File: config.mk
export PLATFORM = sky130hd
export DESIGN_NAME = ex_mem_wb_pipe
export DESIGN_NICKNAME = d
export VERILOG_FILES = /design/src/rtl/ex_mem_wb_pipe_pkg.sv /design/src/rtl/ex_mem_wb_pipe_pipe_reg.sv /design/src/rtl/ex_mem_wb_pipe.sv
export SDC_FILE = /design/constraint.sdc
export NUM_CORES = 1
export LEC_CHECK = 0
export ABC_AREA = 0
export CORE_AREA = 2 2 198 200
export DETAILED_ROUTE_END_ITERATION = 6
export DIE_AREA = 0 0 200 202
export SYNTH_ARGS = -nofsm -noshare
export SYNTH_HDL_FRONTEND = slang
export SYNTH_SLANG_ARGS = --single-unit
File: constraint.sdc
create_clock -name clk -period 12.59 [get_ports clk]
set_clock_uncertainty 0.1 [all_clocks]
set_input_delay 2.518 -clock clk [delete_from_list [all_inputs] [get_ports clk]]
set_output_delay 2.518 -clock clk [all_outputs]
set_load 0.005 [all_outputs]
File: src/rtl/ex_mem_wb_pipe_pkg.sv
// Shared CPU pipeline types for the EX/MEM and MEM/WB stage registers.
// Latency: n/a (types and constants only).
// Backpressure: n/a.
// Contents: register-index width, zero-register index, and packed structs
// for the two stage registers. XLEN fixes the datapath width of the structs.
package ex_mem_wb_pipe_pkg;

  localparam int REG_W = 5;
  localparam logic [REG_W-1:0] XZR = 5'd31;
  localparam int XLEN = 64;

  typedef struct packed {
    logic             valid;
    logic             reg_write;
    logic             mem_read;
    logic             mem_write;
    logic             mem_to_reg;
    logic [REG_W-1:0] rw;
    logic [XLEN-1:0]  alu;
    logic [XLEN-1:0]  sdata;
  } ex_mem_t;

  typedef struct packed {
    logic             valid;
    logic             reg_write;
    logic [REG_W-1:0] rw;
    logic [XLEN-1:0]  wbdata;
  } mem_wb_t;

endpackage

File: src/rtl/ex_mem_wb_pipe_pipe_reg.sv
// Generic pipeline stage register with hold and clear.
// Latency: 1 cycle from i_d to o_q.
// Backpressure: i_hold freezes contents; hold wins over i_clear.
// Ports:
//   i_clk, i_rst   clock, asynchronous active-high reset (clears to 0)
//   i_hold         keep current contents this edge
//   i_clear        capture all-zero instead of i_d (bubble)
//   i_d / o_q      W-bit data in / registered data out
module pipe_reg #(
  parameter int W = 1
) (
  input  logic         i_clk,
  input  logic         i_rst,
  input  logic         i_hold,
  input  logic         i_clear,
  input  logic [W-1:0] i_d,
  output logic [W-1:0] o_q
);

  logic [W-1:0] r_q;

  always_ff @(posedge i_clk or posedge i_rst) begin
    if (i_rst) begin
      r_q <= '0;
    end else if (!i_hold) begin
      r_q <= i_clear ? '0 : i_d;
    end
  end

  assign o_q = r_q;

endmodule

File: src/rtl/ex_mem_wb_pipe.sv
// EX/MEM and MEM/WB stage registers, data-memory drive, writeback select, retire counter.
// Latency: 1 edge EX->EX/MEM, 2 edges EX->MEM/WB; memory read data is sampled combinationally.
// Backpressure: stall freezes both stages and the counter; flush inserts a bubble into EX/MEM.
// Ports:
//   clk, reset          clock; asynchronous active-high reset clears all state
//   stall, flush        freeze both stages / bubble into EX/MEM (stall has priority)
//   ex_*                instruction fields from the EX stage
//   mem_*               data-memory address, write data, enables, read data
//   EX_MEM_*, MEM_WB_*  forwarding / hazard / register-file write outputs
//   retire_count        instructions retired since reset (wraps)
// Build option: define FWD_ZERO_REG_EN to suppress RegWrite for destination X31.
// DATA_W must equal the package XLEN.
module ex_mem_wb_pipe
  import ex_mem_wb_pipe_pkg::*;
#(
  parameter int DATA_W = 64,
  parameter int CNT_W  = 32
) (
  input  logic              clk,
  input  logic              reset,
  input  logic              stall,
  input  logic              flush,
  input  logic              ex_valid,
  input  logic              ex_RegWrite,
  input  logic              ex_MemRead,
  input  logic              ex_MemWrite,
  input  logic              ex_MemToReg,
  input  logic [REG_W-1:0]  ex_Rw,
  input  logic [DATA_W-1:0] ex_alu_result,
  input  logic [DATA_W-1:0] ex_store_data,
  output logic [DATA_W-1:0] mem_addr,
  output logic [DATA_W-1:0] mem_wdata,
  output logic              mem_we,
  output logic              mem_re,
  input  logic [DATA_W-1:0] mem_rdata,
  output logic              EX_MEM_RegWrite,
  output logic              EX_MEM_MemRead,
  output logic [REG_W-1:0]  EX_MEM_Rw,
  output logic [DATA_W-1:0] EX_MEM_fwd_data,
  output logic              MEM_WB_RegWrite,
  output logic [REG_W-1:0]  MEM_WB_Rw,
  output logic [DATA_W-1:0] MEM_WB_fwd_data,
  output logic [CNT_W-1:0]  retire_count
);

  ex_mem_t w_ex_mem_d;
  ex_mem_t w_ex_mem_q;
  mem_wb_t w_mem_wb_d;
  mem_wb_t w_mem_wb_q;
  logic    w_em_wr_ok;
  logic    w_wb_wr_ok;

  logic [CNT_W-1:0] r_retire_count;

  assign w_ex_mem_d = '{
    valid:      ex_valid,
    reg_write:  ex_RegWrite,
    mem_read:   ex_MemRead,
    mem_write:  ex_MemWrite,
    mem_to_reg: ex_MemToReg,
    rw:         ex_Rw,
    alu:        ex_alu_result,
    sdata:      ex_store_data
  };

  // Flush clears the whole stage, so control bits and valid all drop together.
  pipe_reg #(.W($bits(ex_mem_t))) u_ex_mem (
    .i_clk   (clk),
    .i_rst   (reset),
    .i_hold  (stall),
    .i_clear (flush),
    .i_d     (w_ex_mem_d),
    .o_q     (w_ex_mem_q)
  );

  // Load data is selected here, in the same cycle mem_re is asserted.
  assign w_mem_wb_d = '{
    valid:     w_ex_mem_q.valid,
    reg_write: w_ex_mem_q.reg_write,
    rw:        w_ex_mem_q.rw,
    wbdata:    w_ex_mem_q.mem_to_reg ? mem_rdata : w_ex_mem_q.alu
  };

  pipe_reg #(.W($bits(mem_wb_t))) u_mem_wb (
    .i_clk   (clk),
    .i_rst   (reset),
    .i_hold  (stall),
    .i_clear (1'b0),
    .i_d     (w_mem_wb_d),
    .o_q     (w_mem_wb_q)
  );

  always_ff @(posedge clk or posedge reset) begin
    if (reset) begin
      r_retire_count <= '0;
    end else if (!stall && w_mem_wb_q.valid) begin
      r_retire_count <= r_retire_count + {{(CNT_W-1){1'b0}}, 1'b1};
    end
  end

`ifdef FWD_ZERO_REG_EN
  // X31 is the zero register: never forward it and never write it back.
  assign w_em_wr_ok = (w_ex_mem_q.rw != XZR);
  assign w_wb_wr_ok = (w_mem_wb_q.rw != XZR);
`else
  assign w_em_wr_ok = 1'b1;
  assign w_wb_wr_ok = 1'b1;
`endif

  // A stalled store must not write: the same store is re-presented next cycle.
  assign mem_we          = w_ex_mem_q.valid & w_ex_mem_q.mem_write & ~stall;
  assign mem_re          = w_ex_mem_q.valid & w_ex_mem_q.mem_read;
  assign mem_addr        = w_ex_mem_q.alu;
  assign mem_wdata       = w_ex_mem_q.sdata;

  assign EX_MEM_RegWrite = w_ex_mem_q.valid & w_ex_mem_q.reg_write & w_em_wr_ok;
  assign EX_MEM_MemRead  = w_ex_mem_q.valid & w_ex_mem_q.mem_read;
  assign EX_MEM_Rw       = w_ex_mem_q.rw;
  assign EX_MEM_fwd_data = w_ex_mem_q.alu;

  assign MEM_WB_RegWrite = w_mem_wb_q.valid & w_mem_wb_q.reg_write & w_wb_wr_ok;
  assign MEM_WB_Rw       = w_mem_wb_q.rw;
  assign MEM_WB_fwd_data = w_mem_wb_q.wbdata;

  assign retire_count    = r_retire_count;

endmodule

### Yosys cells after proc, flatten, opt, wreduce, memory -nomap -nowiden

Cells that the tools add are included.

| word-level totals | value |
|---|---|
| output and inout bits | 303 |
| logic and storage cells | 14 |
| flip-flop bits (word level) | 241 |
| memories kept | 0 |
| bits of input ports | 206 |
| memory bits (read-only) | 0 |
| latch bits | 0 |
| bits in writable memories | 0 |

| cells by class | value |
|---|---|
| equality and inequality tests | 0 |
| multiplexer cells | 2 |
| divide/modulo/power cells | 0 |
| bitwise operators | 6 |
| $mul | 0 |
| reduce and logical (&&, ||, !) cells | 2 |
| $add $sub $neg | 1 |
| shifts and indexed selects | 0 |
| magnitude comparators | 0 |

Operators by type and width:

| cell | count |
|---|---|
| 2-to-1 mux 138 bit | 1 |
| 2-to-1 mux 64 bit | 1 |
| adder 32 x 1 -> 32 bit, second input constant | 1 |
| bitwise AND 1 bit | 5 |
| logical AND 1 bit | 1 |
| logical NOT 1 bit | 1 |
| inverter 1 bit | 1 |

### Logic depth before layout (Yosys ltp)

| depth | value |
|---|---|
| depth in word-level cells | 2 |
| gate-level depth with buffers | 6 |
| gate-level depth less buffers | 5 |

### By module

From an unflattened synthesis, not the netlist that was laid out.

| second synthesis, totals | value |
|---|---|
| cells, all modules | 741 |
| area, all modules | 10216.0 sq um |

Modules (own cells, without submodules):

| module | area an instance (sq um) | seq. area each (sq um) | cells an instance | instances |
|---|---|---|---|---|
| pipe_reg at u_ex_mem | 4928.5 | 3453.3 | 311 | 1 |
| ex_mem_wb_pipe | 2737.6 | 800.8 | 269 | 1 |
| pipe_reg at u_mem_wb | 2549.9 | 1776.7 | 161 | 1 |

### Least setup slack after synthesis

OpenSTA, ideal clock, no wires.

| timing path | value |
|---|---|
| path type | input to output |
| from | in stall |
| to | out mem_we |
| stages on the path | 5 |
| data arrival time | 3.515 ns |
| setup slack | 6.457 ns |
| required time | 9.972 ns |
| buffers on the path | 4 |
| cell sequence | buf_2 buf_2 buf_1 clkbuf_1 nor2_1 |

| between the ends | value |
|---|---|
| longest elaborated chain between the ends | 2 |

Ends and longest elaborated chain:

| element | line | source |
|---|---|---|
| from (decl) | ex_mem_wb_pipe.sv:21 | `input logic stall,` |
| inverter 1 bit | ex_mem_wb_pipe.sv:111 | `assign mem_we = w_ex_mem_q.valid & w_ex_mem_q.mem_write & ~stall;` |
| bitwise AND 1 bit | ex_mem_wb_pipe.sv:111 |  |
| to (decl) | ex_mem_wb_pipe.sv:33 | `output logic mem_we,` |

Every way passes these cells.

### Final worst setup path

Ends and elaborated chain as after synthesis.

==> run_results.csv <==
group,metric,value,unit
placement,dp_hpwl,23180,um
worst_setup_path,r2r_setup_slack,10.29,ns
power_and_ir_drop,p_leak,0.006821,uW
placement,gp_congestion,0.7753,
routing,drc,0,
floorplan,dieWidth,200,um
clock_network,clockBufferDepth,3,
hold_path,holdCritPathClass,"flop to flop",
timing,tightest_slew,1.017,ns
timing,setup_slack,6.115,ns
run_status,status,"finished clean",
cells_and_area,fillers,3715,
cells_and_area,areaGrowthSynthToFinish,39.43,%
worst_setup_path,crit_fanout,100,
worst_setup_path,cp.arrival,3.86,ns
worst_setup_path,cp_slowest_stage_delay,0.59,ns
clock_network,cts_tree,"yes",
timing,finalMaxSlewViolations,0,
timing,rsz0062_at_grt,"no",
floorplan,boundaryPins,509,
worst_setup_path,worstPathCellList,"clkbuf_8 > nor2_1 > clkdlybuf4s50_1",
power_and_ir_drop,power,2127,uW
routing,vias,7854,
placement,port_buffers,508,
global_routing,grt_usage,15.66,%
routing,via_per_inst,4.435,
clock_network,root_buffer,"clkbuf_16",
clock_network,post_cts_buffers,0,
floorplan,fp-row-count,72,
timing,hold_viol_final,0,
clock_network,clock_latency,0.54,ns
logic_synthesis,synth_warnings,0,
timing,totalNegativeSetupSlack,0,ns
floorplan,die-area,40400,um2
clock_network,cts.sinks,241,
timing,fmax,154.4,MHz
placement,place_area,15110,um2
floorplan,initial_core_util,30.12,%
power_and_ir_drop,ir_drop,0.08869,mV
floorplan,dieHeight,202,um
clock_network,postCtsResizedCells,0,
global_routing,grt_pass1_vias,8152,
clock_network,path_clk_slew,0.06,ns
worst_setup_path,cpLargestDelayFamily,"buffers and inverters",
floorplan,coreArea,38290,um2
worst_setup_path,crit_buf_inv,2,
power_and_ir_drop,powerDensity,132.3,nW/um2
timing,period_minus_slack,6.475,ns
clock_network,cts_buffers,28,
global_routing,antenna_found_initial,1,
cells_and_area,drive_gt1_share,6.230,%
logic_synthesis,synthArstFlopShare,100.0,%
logic_synthesis,synthDistinctLibCells,33,
global_routing,grt_pass1_wl,49090,um
logic_synthesis,ys.flop_type,"dfrtp_1",
placement,dp.cells,1719,
placement,pre_cts_slack,6.099,ns
logic_synthesis,synth-seq-area-share,52.29,%
worst_setup_path,critPathLaunchType,"primary input",
routing,drtIter0Drc,356,
routing,drt_wl_total,32870,um
logic_synthesis,synth_fp_nets,1214,
clock_network,postCtsHoldBufs,0,
worst_setup_path,critical_path_class,"primary input to output port",
routing,ant_nets,0,
logic_synthesis,synth_edf_count,0,
routing,wl_per_cell,18.56,um
timing,relSlewSlack,32.23,%
cells_and_area,multi_input_area,3263,um2
logic_synthesis,synth_area_per_cell,11.45,um2
cells_and_area,nets,1438,
worst_setup_path,cp.required,9.97,ns
routing,dr.pass1.iters,4,
cells_and_area,fin_area,16080,um2
worst_setup_path,critical-path-slowest-cell,"clkdlybuf4s50_1",
global_routing,gr-total-overflow,0,
cells_and_area,final-instance-count-excl-fill,1771,
timing,setup_viol,0,
run,cap_viol_max_count,0,
logic_synthesis,ys_ff_latch,241,
clock_network,cts_max_level,1,
timing,period_share,51.43,%
logic_synthesis,synth_area,11530,um2
cells_and_area,seq_area,6035,um2
logic_synthesis,syn_inst,1007,
global_routing,grt_max_degree,112,
worst_setup_path,end_kind,"output port",
-- path summary, 6_finish.rpt --
check	start	end	cells after the start
worst max register to register	u_ex_mem.o_q[133]$_DFFE_PP0N_	u_mem_wb.o_q[33]$_DFFE_PP0N_	3
max in group asynchronous	reset	u_ex_mem.o_q[133]$_DFFE_PP0N_	4
min in group asynchronous	reset	u_ex_mem.o_q[92]$_DFFE_PP0N_	2
worst min register to register	retire_count[31]$_DFFE_PP0P_	retire_count[31]$_DFFE_PP0P_	1
worst min-delay path	retire_count[31]$_DFFE_PP0P_	retire_count[31]$_DFFE_PP0P_	1
worst max-delay path	stall	mem_we	3
-- power by group --
part / internal, uW / total [uW] / switching [uW]
clock: 508 / 840 / 332
combinational: 249 / 379 / 130
sequential: 844 / 908 / 64.5
-- state kept, by name, summed over array words and instances (netlist names) --
signal        flops
retire_count     32
u_mem_wb.o_q     71
u_ex_mem.o_q    138
-- logic make-up after synthesis --
| family | synth area share, % |
|---|---|
| AOI/OAI and AO/OA | 13.23 |
| xor gates and xnor gates | 2.354 |
| adders and majority gates | 0.1085 |
| buffers and inverters | 19.47 |
| DFF | 52.29 |
| muxes | 6.336 |
| and+or+nand+nor | 6.206 |
-- layout make-up --
| type | instances | area share [%] |
|---|---|---|
| flip-flops and latches | 241 | 37.53 |
| clock inverters | 9 | 0.6770 |
| inverters | 5 | 0.1634 |
| multi-input cells | 440 | 20.29 |
| well taps | 518 | 4.031 |
| clock buffers | 42 | 5.315 |
| repair buffers | 515 | 31.97 |
| diodes | 1 | 0.01556 |
-- synth_stat cells, types with 8 or more instances --
library cell / number / share of area [%]
buf_4: 267 / 17
dfrtp_1: 241 / 52
a22o_1: 137 / 10
nand2_1: 78 / 2.5
o21ai_0: 65 / 2.8
mux2i_1: 64 / 5.6
clkbuf_1: 34 / 1.1
buf_2: 16 / 0.69
xor2_1: 16 / 1.2
xnor2_1: 15 / 1.1
nand3_1: 10 / 0.43
nand4_1: 9 / 0.49
nor2_1: 9 / 0.29
mux2_2: 8 / 0.78
-- worst reg2reg max path, delay by kind of cell, from the launching register on --
family                 cells  cell delay [ns]
flip-flops                 1             0.82
multiplexers               1             0.45
buffers and inverters      1             0.65
AO/OA/AOI/OAI              1             0.12
-- through the flow --
step / hold slack [ns] / util (%)
floorplan: 0.3542 / -
global placement: 0.3602 / 39.47
detailed placement: 0.3710 / 39.47
CTS: 0.3790 / 41.99
global route: 0.3905 / 42.00
finish: 0.3726 / 42.00
-- per-layer routing --
layer	vias to the layer above	track usage, %	part of all wire (%)
li1	3683	-	-
met1	3813	19.24	41
met2	312	26.39	48
met3	46	4.806	8.4
met4	0	4.497	2.9
met5	-	0	0
-- cell usage in the layout (no fill, tap or decap), drive strengths merged --
master,n
nor3,4
diode,1
nand3b,1
nand2b,1
dfrtp,241
buf,7
inv,5
clkinv,6
clkbuf,43
xnor2,15
nand4,10
nor4b,3
or4,2
mux2,8
nor2,9
nor4,3
and4,2
bufinv,2
clkdlybuf4s50,507
ha,1
nand3,11
mux2i,64
xor2,16
nor2b,1
nor3b,1
and4b,1
and2,4
a22o,137
clkinvlp,1
and3,3
o21ai,65
nand2,78
Power figures use the tool's default switching activity.
